==> src/rtl/window_read_sequencer.sv <==
// Reads whole windows out of the overlapped-window FIFO and streams them one sample per beat.
// A RAM_LATENCY-deep tag pipe aligns RAM data with its index; a credit-gated skid buffer absorbs backpressure.
module window_read_sequencer #(
  parameter int ADDRWIDTH   = 12,
  parameter int DATAWIDTH   = 16,
  parameter int RAM_LATENCY = 1,
  parameter int BUF_DEPTH   = 4
) (
  input  logic                 clock,
  input  logic                 reset_n,
  input  logic                 enable,
  output logic                 dequeue,
  input  logic                 read,
  input  logic                 last,
  input  logic [ADDRWIDTH-1:0] window_addr,
  input  logic [DATAWIDTH-1:0] ram_rdata,
  output logic [DATAWIDTH-1:0] m_data,
  output logic [ADDRWIDTH-1:0] m_index,
  output logic                 m_first,
  output logic                 m_last,
  output logic                 m_valid,
  input  logic                 m_ready,
  output logic                 busy,
  output logic [15:0]          frame_count
);
  localparam int PW = (BUF_DEPTH > 1) ? $clog2(BUF_DEPTH) : 1;
  localparam int CW = $clog2(BUF_DEPTH + RAM_LATENCY + 2);
  localparam logic [CW-1:0] DEPTH_C  = CW'(BUF_DEPTH);
  localparam logic [CW-1:0] ONE_C    = CW'(1);
  localparam logic [PW-1:0] LAST_PTR = PW'(BUF_DEPTH - 1);

  typedef enum logic [1:0] {IDLE, STREAM, DRAIN} state_t;

  typedef struct packed {
    logic [ADDRWIDTH-1:0] idx;
    logic                 last;
  } tag_t;

  typedef struct packed {
    logic [DATAWIDTH-1:0] data;
    logic [ADDRWIDTH-1:0] idx;
    logic                 first;
    logic                 last;
  } beat_t;

  state_t                 r_state, w_state_nxt;
  logic                   r_dequeue, w_dequeue_nxt;
  logic [RAM_LATENCY-1:0] r_vld_pipe;
  tag_t                   r_tag_pipe [RAM_LATENCY];
  beat_t                  r_buf [BUF_DEPTH];
  logic [PW-1:0]          r_wr_ptr, r_rd_ptr;
  logic [CW-1:0]          r_occ, w_inflight, w_outstanding;
  logic [15:0]            r_frame_count;
  logic                   w_rd, w_push, w_pop, w_credit_ok, w_drained;
  tag_t                   w_tag_out;
  beat_t                  w_head;

  function automatic logic [PW-1:0] ptr_inc(input logic [PW-1:0] p);
    return (p == LAST_PTR) ? '0 : p + 1'b1;
  endfunction

  // Only reads answering our own request enter the pipe.
  assign w_rd      = read && r_dequeue;
  assign w_push    = r_vld_pipe[RAM_LATENCY-1];
  assign w_tag_out = r_tag_pipe[RAM_LATENCY-1];
  assign w_head    = r_buf[r_rd_ptr];
  assign m_valid   = (r_occ != '0);
  assign w_pop     = m_valid && m_ready;

  always_comb begin
    w_inflight = '0;
    for (int i = 0; i < RAM_LATENCY; i++)
      w_inflight = w_inflight + CW'(r_vld_pipe[i]);
  end

  // Counting the request already on the wire keeps a read landing next cycle from overflowing the buffer.
  assign w_outstanding = w_inflight + r_occ + CW'(r_dequeue);
  assign w_credit_ok   = (w_outstanding < DEPTH_C);
  assign w_drained     = (w_inflight == '0) && ((r_occ == '0) || ((r_occ == ONE_C) && w_pop));

  always_ff @(posedge clock) begin
    if (!reset_n) begin
      r_state   <= IDLE;
      r_dequeue <= 1'b0;
    end else begin
      r_state   <= w_state_nxt;
      r_dequeue <= w_dequeue_nxt;
    end
  end

  always_comb begin
    w_state_nxt   = r_state;
    w_dequeue_nxt = 1'b0;
    case (r_state)
      IDLE:   if (enable) w_state_nxt = STREAM;
      STREAM: begin
        // Request stays low once the final index is read so the window shift-back cannot race it.
        if (w_rd && last) w_state_nxt = DRAIN;
        else              w_dequeue_nxt = w_credit_ok;
      end
      DRAIN:  if (w_drained) w_state_nxt = enable ? STREAM : IDLE;
      default: w_state_nxt = IDLE;
    endcase
  end

  always_ff @(posedge clock) begin
    if (!reset_n) begin
      r_vld_pipe <= '0;
      for (int i = 0; i < RAM_LATENCY; i++) r_tag_pipe[i] <= '0;
    end else begin
      r_vld_pipe[0] <= w_rd;
      r_tag_pipe[0] <= tag_t'{window_addr, last};
      for (int i = 1; i < RAM_LATENCY; i++) begin
        r_vld_pipe[i] <= r_vld_pipe[i-1];
        r_tag_pipe[i] <= r_tag_pipe[i-1];
      end
    end
  end

  always_ff @(posedge clock) begin
    if (!reset_n) begin
      for (int i = 0; i < BUF_DEPTH; i++) r_buf[i] <= '0;
      r_wr_ptr <= '0;
      r_rd_ptr <= '0;
      r_occ    <= '0;
    end else begin
      if (w_push) begin
        r_buf[r_wr_ptr] <= beat_t'{ram_rdata, w_tag_out.idx, (w_tag_out.idx == '0), w_tag_out.last};
        r_wr_ptr        <= ptr_inc(r_wr_ptr);
      end
      if (w_pop) r_rd_ptr <= ptr_inc(r_rd_ptr);
      if (w_push && !w_pop)      r_occ <= r_occ + ONE_C;
      else if (!w_push && w_pop) r_occ <= r_occ - ONE_C;
    end
  end

  always_ff @(posedge clock) begin
    if (!reset_n)              r_frame_count <= '0;
    else if (w_pop && m_last)  r_frame_count <= r_frame_count + 16'd1;
  end

  assign dequeue     = r_dequeue;
  assign m_data      = w_head.data;
  assign m_index     = w_head.idx;
  assign m_first     = w_head.first;
  assign m_last      = w_head.last;
  assign busy        = (r_state != IDLE);
  assign frame_count = r_frame_count;
endmodule

==> config.mk <==
export PLATFORM = sky130hd
export DESIGN_NAME = window_read_sequencer
export DESIGN_NICKNAME = d
export VERILOG_FILES = /design/src/rtl/window_read_sequencer.sv
export SDC_FILE = /design/constraint.sdc
export NUM_CORES = 1
export LEC_CHECK = 0
export CORE_AREA = 3 3 139 141
export CTS_BUF_LIST = sky130_fd_sc_hd__clkbuf_16
export DETAILED_ROUTE_END_ITERATION = 16
export DIE_AREA = 0 0 142 144
export GPL_TIMING_DRIVEN = 0
export HOLD_SLACK_MARGIN = 0.1
export PLACE_DENSITY = 0.57
export SLEW_MARGIN = 20
export SYNTH_ARGS = -nofsm -noshare
export SYNTH_HDL_FRONTEND = slang
export SYNTH_SLANG_ARGS = --single-unit
==> constraint.sdc <==
create_clock -name clock -period 6 [get_ports clock]
set_input_delay 1.8 -clock clock [delete_from_list [all_inputs] [get_ports clock]]
set_output_delay 1.8 -clock clock [all_outputs]
set_load 0.005 [all_outputs]
Yosys cells after proc, flatten, opt, wreduce, memory -nomap -nowiden --
Memories as Yosys holds them, arrays and structs flattened. A register that Yosys moved wholly into a read port is not among the register bits. Index checks and enable logic that the tools add are counted.
Operators by class: reductions and logical operators 22, bitwise operators 2, equality and inequality tests 8, multiplexer cells 21, magnitude comparators 1, add/sub/neg operators 7
Operators by type and width (count):
- $mux 30 | 1
- $reduce_or 30->1 | 1
- $add 16x1->16 const B | 1
- $mux 2 | 8
- $mux 13 | 1
- $reduce_or 13->1 | 1
- $logic_not 12->1 | 1
- $logic_and 1x1->1 | 8
- $mux 1 | 8
- $eq 2x2->1 const B | 3
- $logic_not 3->1 | 2
- $mux 3 | 2
- $ne 2x2->1 const B | 3
- $pmux 2 s3 | 1
- $add 2x1->2 const B | 2
- $reduce_bool 2->1 | 2
- $add 1x3->3 | 1
- $add 3x1->3 | 1
- $add 3x1->3 const B | 1
- $eq 3x1->1 const B | 1
- $lt 3x3->1 const B | 1
- $reduce_and 3->1 | 1
- $reduce_bool 3->1 | 1
- $reduce_or 3->1 | 1
- 6 further kinds | 8
Word-level totals: register bits 27, output and inout port bits 49, memories kept 2, memory bits (writable) 133
Memories:
- r_buf | depth 4, width 30, rd ports 1, clocked after Yosys merged registers in 1, wr ports 4, line 50 | beat_t r_buf [BUF_DEPTH];
- r_tag_pipe | depth 1, width 13, rd ports 1, clocked after Yosys merged registers in 0, wr ports 1, line 49 | tag_t r_tag_pipe [RAM_LATENCY];

Logic depth before layout (Yosys ltp) --
depth in word-level cells 7, gate-level depth with buffers 9, mapped depth without buffers 9

Worst setup path after synthesis --
No wires, ideal clock.
path type in2reg, from input port reset_n, to memory r_buf[1][0] (netlist name) (enable), arrival 3.031 ns, path buffers 0, stages 3, setup slack 2.578 ns, path through nand2_1 -> nor3b_1 -> nand2b_1
RTL lines:
- start, declared | line 10 | input logic reset_n,
- end, declared | line 50

==> results.toml <==
[status]
result_of_the_run = "completed"

[timing]
final-setup-viol-count = 0
post-route-min-period_ns = 4.60
min_period_over_period_pct = 76.7
worst-slew-pin-transition_ns = 0.697
remaining_max_slew_budget_at_the_tightest_pin_pct = 53.6
fin_setup_tns_ns = 0
final_max_slew_viol_count = 0
layout_setup_ws_ns = 1.40
clock.fmax_mhz = 217
timing_hold_violations_final = 0
clock_skew_ns = 0.00664
setup_repair_after_global_routing_missed_its_margin = "false"

[route]
top_layer = "met4"
dr_total_vias = 4296
average_wire_length_per_cell_after_detail_routing_um = 19.0
postRouteAntennaNets = 0
initialDrtViolationCount = 164
drc = 0
detailroute.wirelength.met3_um = 698
drt_pre_antenna_iters = 4
amount_of_wire_on_met2_after_detailed_routing_mm = 7.99
wl_met1_mm = 6.86
detail_route.vias_per_cell = 5.16
wl_mm = 15.8

[clock_network]
cts_tree = "done"
post_cts_resize_count = 0
cts-hold-fix-buffers = 0
cts_buffers = 17
clock_tree.htree_level_count = 4
clock_transition_at_the_register_clock_pins_on_the_worst_setup_and_hold_paths_after_cts_ns = 0.06
clockBufferDepth = 2
sink_count_of_the_clock_tree = 162
clock_latency_ns = 0.43
cell_at_the_root_of_the_clock_tree = "clkbuf_16"
postCtsSetupBuffers = 0

[synthesis]
seq_area_frac_synth_pct = 64.6
synth.yosys.warnings = 0
synth-edff-count = 120
synth_cell_type_count = 34
syn_area_per_cell_um2 = 14.1
synth.ff_latch_count = 162
synth.mux.area_fraction_pct = 10.4
synth.largest_area_cell = "edfxtp_1"
synth_largest_type_area_fraction_pct = 52.4
synth_xor_xnor_area_share_pct = 0.637
synth_nets = 529
synth-async-reset-ratio_pct = 0
synth_top_family_by_area = "simple AND/OR/NAND/NOR gates"
synthSimpleGateAreaFrac_pct = 17.5
complex_gate_fraction_of_the_synthesized_area_pct = 3.07
synth.area.top_cells = "edfxtp_1, dfxtp_1, mux4_2, and2_1, and3_1"
synth_adder_area_share_pct = 1.64
synth.cell_area_um2 = 6880
synthesis.instances = 486
ys_dominant_reg_cell = "edfxtp_1"

[global_route]
vias_in_the_first_global_route = 4527
grt_first_pass_wirelength_mm = 25.0
grt_start_max_net_pins = 23
grt_antenna_before_repair = 0
track_usage_pct = 16.3
gr-total-overflow = 0

[die]
die_w_um = 142
rows = 49
core_region_area_um2 = 18100
die_area_um2 = 20400
design.portCount = 83
floorplan.die.height_um = 144
floorplan.initialDensity_pct = 38.0

[critical_path]
critical_path_peak_fanout = 10
worst-path-buf-inv = 3
path_class = "register to output pin"
crit_family = "buffers and inverters"
endpoint_required_time_on_the_critical_path_ns = 4.20
end_kind = "output pin"
setup.worst_path.start_class = "register"
timing.critical_path.cells = "clkbuf_1 > clkbuf_1 > mux4_2 > clkdlybuf4s50_1"
crit_arrival_ns = 2.80
most_frequent_cell_on_the_critical_path = "clkbuf_1"
critPathSlowestCell = "clkbuf_1"
crit_path_max_incr_delay_ns = 0.56

[min_path]
hold_path_class = "register to register"

[place]
cell_area_placed_um2 = 8070
post-place-cells = 801
dp_hpwl_mm = 10.3
detailedPlace.worstSlack_ns = 1.61
port_buffers = 82
place.gp.congestion = 0.807

[cells_and_area]
antennaDiodeCount = 0
final_non_filler_cell_total = 833
post_route_cells_drive_above_1_share_pct = 11.1
post-route-cell-area_um2 = 8620
layout.nets = 634
area_growth_syn_to_layout_pct = 25.3
finalCoreUtilization_pct = 47.6

[power]
power.leakage_nw = 3.18
power.ir.vdd_worst_mv = 0.207
power_per_cell_area_nw_per_um2 = 328

[run]
cap_violations = 0
## flip-flops by register name, indices dropped and copies added, names as in the netlist, named ones only
signal and flops:
dequeue 1, r_occ 3, r_tag_pipe 13, r_vld_pipe 1
r_state 2, r_buf 120, frame_count 16, r_rd_ptr 2
r_wr_ptr 2
## layout make-up
cell class                 instances  area (um^2)
fill                            1567         9470
clock inverter                    15          116
multi-input combinational        287         2300
clock buffer                      17          425
tap                              229          287
inverter                           8         30.0
sequential                       162         4440
timing repair buffer              86          901
buffer                            29          115
## worst paths after layout
check,end,start,cells after the start,slack (ns)
setup / recovery,m_data[13],register,4,1.40
hold / removal,frame_count[15],frame_count[15],2,0.48
setup reg to reg,r_buf[1][6],r_vld_pipe,5,3.57
hold reg to reg,frame_count[15],frame_count[15],2,0.48
## synth_stat cells (all sizes together) (3+ instances only)
| cell type | number |
|---|---|
| o21ai | 11 |
| clkbuf | 23 |
| nand2b | 4 |
| o31ai | 3 |
| dfxtp | 42 |
| nor2 | 14 |
| and2 | 101 |
| edfxtp | 120 |
| buf | 6 |
| xor2 | 3 |
| inv | 8 |
| a21oi | 18 |
| ha | 9 |
| nor2b | 3 |
| mux2i | 4 |
| mux4 | 30 |
| or4 | 4 |
| nand3 | 8 |
| and4 | 3 |
| nand2 | 11 |
| and3 | 31 |
| or3 | 11 |
| nand4 | 5 |
## per-stage QoR
step / hold WS, ns / total power (W)
2_1_floorplan: 0.454 / 0.00159
3_5_place_dp: 0.480 / 0.00185
3_3_place_gp: 0.473 / 0.00184
5_1_grt: 0.511 / 0.00295
6_report: 0.485 / 0.00282
4_1_cts: 0.492 / 0.00286
## worst min-delay path, cell delays in order (launching register included)
cell and delay, ns:
dfxtp_1 0.32, o31ai_1 0.06, a21oi_1 0.06
## layer usage
layer  vias up  global-route usage (%)
met5         -                       0
met3        15                    4.50
met1      2157                    19.4
li1       2014                       -
met2       110                    28.6
met4         0                    5.45
## cell families (layout without fill, tap and decap cells)
logic type | Yosys count | in the layout
fa+ha+maj | 9 | 9
compound gates | 37 | 37
flops | 162 | 162
simple gates | 202 | 202
xor+xnor | 5 | 5
buf+inv | 37 | 155
mux | 34 | 34
## placed cells by master, fill, tap and decap left out, drive strengths merged, types with 5 or more instances in the layout
cell / n
clkdlybuf4s50: 82
edfxtp: 120
and2: 101
a21oi: 18
buf: 10
o21ai: 11
and3: 31
inv: 14
mux4: 30
ha: 9
nor2: 14
clkinv: 6
nand4: 5
nand3: 8
nand2: 11
dfxtp: 42
clkbuf: 40
or3: 11
## power breakdown
group	switching [W]	total [W]	internal (W)
clock network	0.000413	0.00101	0.000595
logic	0.000227	0.000524	0.000297
registers	0.0000346	0.00129	0.00126
total	0.000674	0.00282	0.00215
(Power assumes the default switching activity.)
==> edit 1 (same settings) <==
Change the parameter `RAM_LATENCY` from 1 to 2.
--- a/src/rtl/window_read_sequencer.sv
+++ b/src/rtl/window_read_sequencer.sv
@@ -4,5 +4,5 @@
   parameter int ADDRWIDTH   = 12,
   parameter int DATAWIDTH   = 16,
-  parameter int RAM_LATENCY = 1,
+  parameter int RAM_LATENCY = 2,
   parameter int BUF_DEPTH   = 4
 ) (
Function: changed (Yosys sat finds a counterexample within 10 cycles, from zero or initial values and one cycle with reset_n low).
==> edit 1 against the unedited design <==
- routed wire length fell by 0.65%
- first-iteration DRC count grew 37%
- worst setup slack improved by 0.012 ns
- design area rose by 6.8%
- final cell count increased by 4.1%
- hold slack got worse by 0.049 ns
- power up 11%
- die area unchanged
- sequential cell count is 14 higher
- clock skew rose by 0.0053 ns
- area after synthesis grew 6.4%
- largest cell class unchanged
- highest routed layer unchanged
==> edit 1: results (changes against the unedited design) <==
- Fill count: 1532 (-2.2%)
- R2r setup slk: 3.82 ns (+0.25 ns)
- Synth top area cells: edfxtp_1 (49%), dfxtp_1 (15%), and2_1 (9.7%)
- Aggregate global-route resource usage: 16.2% (-0.13 points)
- Final weighted congestion in routability-driven placement: 0.780 (-3.3%)
- Layout cell share with drive strength beyond 1: 11.8% (+0.66 points)
- Post-Syn Nets: 567 (+7.2%)
- Routed wl met2: 7790 um (-2.5%)
- Area of the multi-input gates: 2450 um^2 (+6.7%)
- RR Endpoint: r_buf[1][23]
- Min-delay src: r_tag_pipe[0][1]
- XOR/XNOR Fraction of Synth Area: 0.718% (+0.081 points)
- Placed Instance Area: 8510 um^2 (+5.5%)
- Pleak: 3.45 nW (+8.4%)
- Routed wire per std cell: 18.1 um (-4.5%)
- Clock power frac: 41.1% (+5.4 points)
- Hold path cells: 1 (-1)
- Register area: 4720 um^2 (+6.3%)
- Num sequential: 176 (+8.6%)
- Fraction of area in multi-input gates: 26.6% (-0.031 points)
- Register area share after synthesis: 64.5% (-0.082 points)
- HPWL after DPL: 10400 um (+1.0%)
- Met1 WL: 7120 um (+3.9%)
- Area Overhead vs Synth: 25.7%
- Number of I/O port buffers: 81 (-1.2%)
- Nets: 671 (+5.8%)
- Met3 wire len: 567 um (-19%)
- Vias per inst: 5.05 (-2.1%)
- GR Layer Usage met1: 21.0% (+1.6 points)
- Met3 Resource Use GR: 3.74% (-0.76 points)
- Critical Path AT: 2.79 ns (about the same)
- Status: complete, no violations
- Multiplexer share of the synthesized area: 9.64% (-0.77 points)
- P_sw: 0.699 mW (+3.6%)
- Worst Hold Path EP: r_tag_pipe[0][14]
- DR iter-0 viols: 225 (+37%)
- Vias in the first global route: 4652 (+2.8%)
- Pre-CTS WS: 1.82 ns (+0.209 ns)
- First-pass GRT wire length: 25100 um (+0.39%)
- Seq group: 1.38 mW (+7%)
- Buffers, non-clock: 116 (+0.87%)
- Post-synth top cells: edfxtp_1 (120), and2_1 (113), dfxtp_1 (56), and3_1 (34), mux4_2 (30)
- Multi-input gates: 306 (+6.6%)
- R2r startpoint: r_vld_pipe[1]
==> edit 1: how the worst max path moves through the flow <==
stage / slack [ns] / endpoint / cells past startpoint / start
floorplan: 2.58 / r_buf[1][0] / 3 / reset_n
global placement: 1.10 / r_buf[1][26] / 4 / reset_n
detailed placement: 1.82 / m_data[14] / 4 / flip-flop
CTS: 1.35 / m_data[14] / 4 / flip-flop
global route: 1.27 / m_data[10] / 4 / flip-flop
finish: 1.41 / m_data[14] / 4 / flip-flop
==> edit 1: stage by stage <==
| stage | power (mW) | hold WS [ns] | std cells |
|---|---|---|---|
| 4_1_cts | 3.16 | 0.438 | 867 |
| 5_1_grt | 3.25 | 0.443 | 867 |
| 2_1_floorplan | 1.65 | 0.412 | 521 |
| 3_5_place_dp | 1.87 | 0.417 | 835 |
| 3_3_place_gp | 1.86 | 0.421 | 831 |
| 6_report | 3.12 | 0.436 | 867 |
==> edit 2 (config.mk and constraints unchanged) <==
Without the edit above. The 3 states of `state_t` get a one-hot encoding in 3 bits.
--- a/src/rtl/window_read_sequencer.sv
+++ b/src/rtl/window_read_sequencer.sv
@@ -30,5 +30,5 @@
   localparam logic [PW-1:0] LAST_PTR = PW'(BUF_DEPTH - 1);
 
-  typedef enum logic [1:0] {IDLE, STREAM, DRAIN} state_t;
+  typedef enum logic [2:0] {IDLE = 3'b001, STREAM = 3'b010, DRAIN = 3'b100} state_t;
 
   typedef struct packed {
Formal check against the unedited RTL: no difference found for any inputs over 4 cycles, from zero or initial values and one cycle with reset_n low; so few cycles prove little.
==> edit 2 against the unedited design <==
- sequential cell count rose by 1
- routed wire length is 0.20% lower
- area after synthesis is 1.1% higher
- design area up 1.6%
- register-to-register slack got worse by 0.04 ns
- power is 5.2% higher
- worst setup slack got worse by 0.053 ns
- maximum frequency fell by 1.1%
==> edit 2: results (changes against the unedited design) <==
- Status: complete, no violations
- Final weighted congestion in routability-driven placement: 0.760 (-5.8%)
- Post-synth top cells: edfxtp_1 (120), and2_1 (101), dfxtp_1 (43), and3_1 (33), mux4_2 (30)
- Layout cell share with drive strength beyond 1: 12.0% (+0.91 points)
- Pint: 2.26 mW (+5.0%)
- Sw Ratio: 24.0% (+0.14 points)
- Pleak: 3.25 nW (+2.1%)
- XOR/XNOR Fraction of Synth Area: 0.882% (+0.25 points)
- Met3 wire len: 831 um (+19%)
- Logic power comb: 0.576 mW (+9.9%)
- First-pass GRT wire length: 25100 um (+0.55%)
- Pre-CTS WS: 1.68 ns (+0.0748 ns)
- CTS resizes: 0 (unchanged)
- Clk pin slew, worst setup/hold paths: 0.06 ns (about the same)
- Routed vias: 4357 (+1.4%)
- VDD IR max: 0.208 mV (+0.90%)
- Routed wire per std cell: 18.8 um (-0.67%)
- Antenna violations before repair: 0 (unchanged)
- DR iter-0 viols: 305 (+86%)
- Critical Path AT: 2.85 ns (+0.05 ns)
- Aggregate global-route resource usage: 16.3% (+0.018 points)
- Clock Tree Buf Depth: 2 (unchanged)
- Met1 WL: 6800 um (-0.80%)
- Post-Syn Nets: 534 (+0.95%)
- Placed Instance Area: 8150 um^2 (+0.88%)
- Post-Synth Adder-Cell Area: 1.62% (-0.017 points)
- Placed cells: 805 (+0.50%)
- Cells after Synth: 491 (+1.0%)
- Vias in the first global route: 4598 (+1.6%)
- GR Layer Usage met1: 20.7% (+1.2 points)
- Register area share after synthesis: 64.2% (-0.40 points)
- Clock Skew: 0.0127 ns (+0.00610 ns)
- Nets: 638 (+0.63%)
- Post-synth ARST share: 0% (unchanged)
- Largest net degree at the start of global routing: 24 (+4.3%)
- Worst-margin pin slew: 0.774 ns (+0.0773 ns)
- Worst skew pair latency: 0.42 ns
- Met3 Resource Use GR: 4.46% (-0.033 points)
- Grt total ovfl: 0 (unchanged)
- M2 GR Usage: 27.4% (-1.2 points)
- Final wirelength: 15800 um (-0.20%)
- Synth Area in Compound Gates: 3.17% (+0.093 points)
- Routed wl met2: 7960 um (-0.39%)
- Most flop-heavy register: r_buf
- Synth top area cells: edfxtp_1 (52%), dfxtp_1 (12%), mux4_2 (9.7%)
- HPWL after DPL: 10400 um (+1.1%)
- Post-synth EDFFs: 120 (unchanged)
- Number of I/O port buffers: 81 (-1.2%)
- Post-synthesis cell type count: 35 (+2.9%)
- Multiplexer share of the synthesized area: 10.3% (-0.11 points)
- ANT cells: 0 (unchanged)
- CP max FO: 10 (unchanged)
- Clk. pwr: 1.10 mW (+9%)
-- edit 2: cell count changes after synthesis, sizes merged, moves of 3 or more --
cell and change:
nand2b +5, o21ai -3, or3 -3, xor2 +3
-- edit 2: critical path, cell delays in order (launching register included) --
cell and delay (ns):
dfxtp_1 0.36, clkbuf_1 0.56, buf_1 0.60, mux4_2 0.43, clkdlybuf4s50_1 0.47
-- edit 2: cell type report --
type,count,area (um^2)
Clock buffer,20,500
Fill cell,1588,9330
Multi-Input combinational cell,293,2360
Sequential cell,163,4460
Inverter,6,22.5
Clock inverter,12,108
Timing Repair Buffer,85,898
Tap cell,229,287
Buffer,29,115
-- edit 2: final timing paths --
check | start | end | slack, ns | depth (start not counted)
hold reg to reg | r_rd_ptr[1] | flip-flop | 0.49 | 2
setup reg to reg | r_vld_pipe | r_buf[2][3] | 3.53 | 5
setup / recovery | flip-flop | m_data[11] | 1.35 | 4
hold / removal | r_rd_ptr[1] | flip-flop | 0.49 | 2
